==> config.mk <==
export PLATFORM = sky130hd
export DESIGN_NAME = shift6_piso_tx
export DESIGN_NICKNAME = d
export VERILOG_FILES = /design/src/rtl/shift6_piso_tx.sv
export SDC_FILE = /design/constraint.sdc
export NUM_CORES = 1
export LEC_CHECK = 0
export CORE_ASPECT_RATIO = 1.2
export CORE_MARGIN = 10
export CORE_UTILIZATION = 34
export CTS_BUF_LIST = sky130_fd_sc_hd__clkbuf_8
export CTS_CLUSTER_DIAMETER = 200
export DETAILED_ROUTE_END_ITERATION = 6
export GPL_ROUTABILITY_DRIVEN = 0
export SLEW_MARGIN = 0
export SYNTH_ARGS = -nofsm -noshare
export SYNTH_HDL_FRONTEND = slang
export SYNTH_SLANG_ARGS = --single-unit
==> constraint.sdc <==
create_clock -name clk -period 2 [get_ports clk]
set_input_delay 0.4 -clock clk [delete_from_list [all_inputs] [get_ports clk]]
set_output_delay 0.4 -clock clk [all_outputs]
set_load 0.02 [all_outputs]
==> src/rtl/shift6_piso_tx.sv <==
// Parallel-in, serial-out shift transmitter: loads a word on a valid/ready
// handshake and sends it LSB first, one bit per shift_en cycle, with optional parity.
module shift6_piso_tx #(
   parameter int WIDTH      = 6,
   parameter bit PARITY_EN  = 1'b0,
   parameter bit PARITY_ODD = 1'b0
) (
   input  logic             clk,
   input  logic             reset,
   input  logic [WIDTH-1:0] data_in,
   input  logic             load_valid,
   output logic             load_ready,
   input  logic             shift_en,
   output logic             shift_out,
   output logic             busy,
   output logic             done
);

   localparam int CNT_W = $clog2(WIDTH);

   typedef enum logic [1:0] {IDLE, SHIFT, PARITY, DONE} state_t;

   state_t           state;
   state_t           state_nxt;
   logic [WIDTH-1:0] shreg;
   logic [CNT_W-1:0] bit_cnt;
   logic             par;
   logic             last_bit;

   function automatic logic calc_par(input logic [WIDTH-1:0] d);
      return (^d) ^ PARITY_ODD;
   endfunction

   assign last_bit = (bit_cnt == CNT_W'(WIDTH - 1));

   always_ff @(posedge clk or posedge reset) begin
      if (reset) state <= IDLE;
      else       state <= state_nxt;
   end

   // Outputs depend on the state register only, never on the inputs.
   always_comb begin
      state_nxt  = state;
      load_ready = 1'b0;
      busy       = 1'b0;
      done       = 1'b0;
      shift_out  = 1'b0;
      case (state)
         IDLE: begin
            load_ready = 1'b1;
            if (load_valid) state_nxt = SHIFT;
         end
         SHIFT: begin
            busy      = 1'b1;
            shift_out = shreg[0];
            if (shift_en && last_bit) state_nxt = PARITY_EN ? PARITY : DONE;
         end
         PARITY: begin
            busy      = 1'b1;
            shift_out = par;
            if (shift_en) state_nxt = DONE;
         end
         DONE: begin
            done      = 1'b1;
            state_nxt = IDLE;
         end
         default: state_nxt = IDLE;
      endcase
   end

   // The counter stops at WIDTH-1 so it can never wrap for any legal WIDTH.
   always_ff @(posedge clk or posedge reset) begin
      if (reset) begin
         shreg   <= '0;
         bit_cnt <= '0;
         par     <= 1'b0;
      end else if (state == IDLE && load_valid) begin
         shreg   <= data_in;
         bit_cnt <= '0;
         par     <= calc_par(data_in);
      end else if (state == SHIFT && shift_en) begin
         shreg <= {1'b0, shreg[WIDTH-1:1]};
         if (!last_bit) bit_cnt <= bit_cnt + 1'b1;
      end
   end

endmodule
* After elaboration in Yosys (flattened, before gate mapping)
Index checks and enable logic that the tools add are counted.
** Word-level totals
- Word-level logic and storage cells :: 35
- Output and inout bits :: 4
- Input bits :: 10
- Register bits :: 12
** Operators by class
- Reduce and logical (&&, ||, !) cells :: 9
- Add/sub/neg operators :: 1
- Muxes and demuxes :: 13
- Equal/unequal tests :: 8
** Operators with widths (number)
- two-way mux 6 bit :: 2
- two-way mux 3 bit :: 3
- case mux 2 bit (4 select lines) :: 1
- two-way mux 2 bit :: 3
- != test 2 bit (second input constant) :: 3
- XOR reduction 6 bit :: 1
- equality test 2 bit (second input constant) :: 2
- adder 3 x 1 -> 3 bit (second input constant) :: 1
- equality test 3 bit (second input constant) :: 1
- logical AND 1 bit :: 3
- two-way mux 1 bit :: 3
- AND reduction 3 bit :: 1
- equality test 2 x 1 -> 1 bit (second input constant) :: 1
- logical NOT 2 bit :: 1
- != test 2 x 1 -> 1 bit (second input constant) :: 1
- case mux 1 bit (2 select lines) :: 1
- AND reduction 2 bit :: 1
- nonzero test 2 bit :: 1
- OR reduction 2 bit :: 1

* Longest topological paths before layout
- Depth after elaboration :: 4
- Depth in mapped cells :: 7
- Gate-level depth less buffers :: 5

* Worst setup path after synthesis
OpenSTA, ideal clock, no wires.
- Kind :: register to output
- Start :: register state[0]
- End :: output port shift_out
- Path buffers :: 0
- Cell stages (with the launch flop) :: 4
- Data arrival time :: 1.218 ns
- Required time :: 1.600 ns
- Slack :: 0.382 ns
- Cells stage by stage :: dfrtp_1 -> inv_1 -> ha_1 -> nor2b_1
** Between the ends
- Word-level cells in the longest chain between the ends :: 2
- Elaborated cells between the ends (all ways) :: 3
** Ends and longest elaborated chain
- start, declared :: line 23 : state_t state;
- start signal, assigned :: line 38 : else state <= state_nxt;
- equality test 2 bit or equality test 2 x 1 -> 1 bit (tied branches) :: line 48 : case (state)
- case mux 1 bit (2 select lines) * :: line 48
- end, declared :: line 14 : output logic shift_out,
Mark *: on every way between the ends. The rest lies on a longest branch, timed or not.

* Worst setup path after layout
- Start :: register state[1]
- End :: output port done
** Between the ends
- Word-level cells in the longest chain between the ends :: 2
** Ends and longest elaborated chain
- equality test 2 bit :: line 48
- two-way mux 1 bit :: line 48
- end, declared :: line 16 : output logic done
Every way passes these cells.

==> implementation parameters <==
Parameter                              Value

Final layout
  Number of nets in the finished design ... 107
  Non-Filler Instances ... 118
  Multi-input gate area in the final layout ... between 300 and 400 um^2
  Share of post-route cells with drive strength above 1 ... between 10 and 15%
  Diodes inserted ... 0
  Number of filler instances in the final layout ... 190
  Layout area overhead ... 31.72%
  Sequential standard cell area ... 300.3 um^2

Clocking
  Number of buffers added to fix hold violations after cts ... 0
  Clock sink count ... 12
  H-tree levels ... 1
  CTS tree ... yes
  CTS Root Cell ... sky130_fd_sc_hd__clkbuf_8
  Clk buf depth ... 2
  Clock-pin slew on the worst setup and hold paths ... about 50 ps
  Number of buffers created by CTS ... 3
  Clock insertion delay at the later pin of the skew report ... 240 ps

Detailed routing
  Wire length per cell ... between 10 and 15 um
  Total iterations of the first detailed-routing run ... 3
  Remaining antenna violation count ... 0
  Vias after detailed routing ... between 500 and 600
  DRC marker count from the first detailed-route iteration ... 7
  Final WL ... 1493 um
  DRC violation count after routing ... 0
  Post-detailed-route via-to-cell ratio ... between 4 and 5

Placed design
  PortBufs ... 13
  Setup slack after placement ... 92.64 ps
  Detailed Place HPWL ... 1147 um
  Instance count after placement with tap cells included ... ~110

STA
  Least setup slack across all paths after layout ... around 94 ps
  Fmax ... around 520 MHz
  Post-layout min period ... 1906 ps
  Final Setup Violations ... 0
  Final Max Slew Viols ... 0
  Post-Route Setup TNS ... 0 ps
  Fraction of the cycle the final worst path needs ... between 90% and 100%
  Unrepaired setup endpoints after global routing ... no
  Setup Skew ... between 1 and 1.5 ps
  Slew at the pin closest to its max-slew limit ... approximately 470 ps
  Worst hold-check slack ... ~470 ps
  Relative slew slack ... between 60% and 70%
  Final hold violation count ... 0

Logic synthesis
  Number of flops mapped to enable cells by yosys ... 0
  Most frequent cell after synthesis ... sky130_fd_sc_hd__dfrtp_1
  Sequential cell area fraction in the yosys report ... 41.38%
  Flop and latch count out of synthesis ... 12
  Mean area per synthesized cell ... about 11 um^2
  Syn nets ... 86
  Top cells by count, synth ... sky130_fd_sc_hd__dfrtp_1, sky130_fd_sc_hd__nand2_1, sky130_fd_sc_hd__ha_1, sky130_fd_sc_hd__o21ai_0, sky130_fd_sc_hd__mux2i_1
  Synthesis Warnings ... 0
  Leading cell types by total area after synthesis ... sky130_fd_sc_hd__dfrtp_1, sky130_fd_sc_hd__ha_1, sky130_fd_sc_hd__mux2i_1
  Most used DFF post-synth ... sky130_fd_sc_hd__dfrtp_1
  Count of different cell masters after synthesis ... 25
  Post-synthesis cell area ... roughly 730 um^2
  Share of the synthesized area in the top cell type ... just over 40%
  Cells after synthesis ... 69
  Fraction of registers with async set/reset ... 100.0%
  Dominant cell type by area after synthesis ... sky130_fd_sc_hd__dfrtp_1

Critical path
  Critical setup path kind ... flop to output pin
  Maximum fanout along the worst path ... 4
  Number of cells on the worst reg-to-reg path ... 6
  Highest-delay cell along the critical path ... sky130_fd_sc_hd__clkdlybuf4s50_1
  Endpoint type of the worst setup path ... output pin
  Worst reg2reg startpoint ... state[1]$_DFFE_PP0P_
  CP required ... approximately 1600 ps
  Cells traversed along the worst timing path ... buf_4 -> ha_1 -> clkdlybuf4s50_1
  Capture instance of the worst register-to-register path ... state[1]$_DFFE_PP0P_
  Largest stage delay on the critical path ... 540 ps
  Setup slack of the most critical reg-to-reg path ... 260 ps
  Arrival @ worst endpoint ... around 1500 ps
  Critical Path Start Type ... flop

Die
  Effective utilization at floorplan ... about 35%
  Die width ... between 60 and 70 um
  Y dimension of the die ... about 70 um
  Area enclosed by the die boundary ... about 4400 um^2
  Row Count ... 18
  Core ar. ... around 2000 um^2
  Boundary Pins ... 14

Power and ir drop
  Worst vdd ir ... just under 0.0009 V
  Pleak ... about 0.47 nW
  Cell area power density ... 1378 nW/um^2

Flow run
  Maximum capacitance violations ... 0

Run status
  Outcome ... complete, no violations

Global route
  Global-route wire length before repair ... ~2600 um
  Antenna violations before repair ... 0
  Total Routing Usage GR ... under 10%
  Total congestion overflow ... 0
  Largest net degree at the start of global routing ... 18
  Vias in the first global route ... around 550

Hold path
  Class of the tightest hold or removal check ... primary input to async pin
[registers in the layout, indices dropped and copies added (netlist names)]
name,count
shreg,6
state,2
par,1
bit_cnt,3
[how the worst max path moves through the flow]
stage / slack, ps / end / start / cells after the start
after CTS: 70 / shift_out / state[1]$_DFFE_PP0P_ / 5
after detailed placement: 90 / shift_out / state[1]$_DFFE_PP0P_ / 4
after global routing: 20 / done / state[1]$_DFFE_PP0P_ / 3
after floorplan: 380 / shift_out / state[0]$_DFFE_PP0P_ / 3
final: 90 / done / state[1]$_DFFE_PP0P_ / 3
after global placement: 100 / shift_out / state[0]$_DFFE_PP0P_ / 4
[metrics by stage]
stage | utilization, % | area (um^2) | power [mW]
2_1_floorplan | - | 725.7 | 0.8907
3_3_place_gp | 44.26 | 907.1 | 1.091
3_5_place_dp | 44.26 | 907.1 | 1.106
4_1_cts | 46.09 | 944.7 | 1.305
5_1_grt | 46.64 | 955.9 | 1.434
6_report | 46.64 | 955.9 | 1.317
[layout make-up]
class | instances | share of cell area, %
clock buffer | 3 | 4.319
inverter | 5 | 1.963
multi-input combinational | 50 | 41.62
timing repair buffer | 18 | 16.75
tap | 30 | 3.927
sequential | 12 | 31.41
[per-layer routing]
metal | part of all wire, % | vias to the layer above | routed length [um] | global-route usage (%)
li1 | - | 280 | - | -
met2 | 49 | 9 | 739 | 12.44
met1 | 43 | 247 | 639 | 7.391
met4 | 4.2 | 0 | 63 | 7.634
met3 | 3.4 | 4 | 51 | 2.047
met5 | 0 | - | 0 | 0
[cells in the final DEF (no fill, tap or decap), drive strengths merged]
cell	synthesis	final
a211oi	2	2
or3	1	1
xor2	1	1
dlygate4sd2	0	2
nor2b	1	1
nor2	2	2
xnor3	1	1
nor3b	1	1
clkbuf	1	4
ha	7	7
a221oi	1	1
nand2	9	9
a21oi	2	2
dfrtp	12	12
buf	1	5
and2	2	2
mux2	1	1
a22oi	1	1
inv	5	5
o21ai	7	7
clkdlybuf4s50	0	10
mux2i	6	6
a31oi	2	2
o21ba	1	1
xnor2	2	2
[logic make-up after synthesis]
kind of cell,synth area share (%)
adder cells (fa/ha/maj),12.07
XOR/XNOR,6.725
flip-flops,41.38
multiplexers,9.828
AO/OA/AOI/OAI,15.00
buffers and inverters,3.792
AND/OR/NAND/NOR,11.21
[power by group]
part	total, mW	internal (mW)	switching (mW)
Combinational	0.654	0.324	0.330
Clock	0.225	0.133	0.0915
Sequential	0.439	0.358	0.0809
[timing repair]
item	4_1_cts	5_1_grt
endpoints found under the setup margin	3	1
buffers inserted	0	2
resized for setup	3	2
[critical path: cells and delay by family, from the launching register on]
kind	cells	cell delay, ps
adder cells (fa/ha/maj)	1	170
buffers and inverters	2	690
flip-flops	1	410
Power figures use the tool's default switching activity.
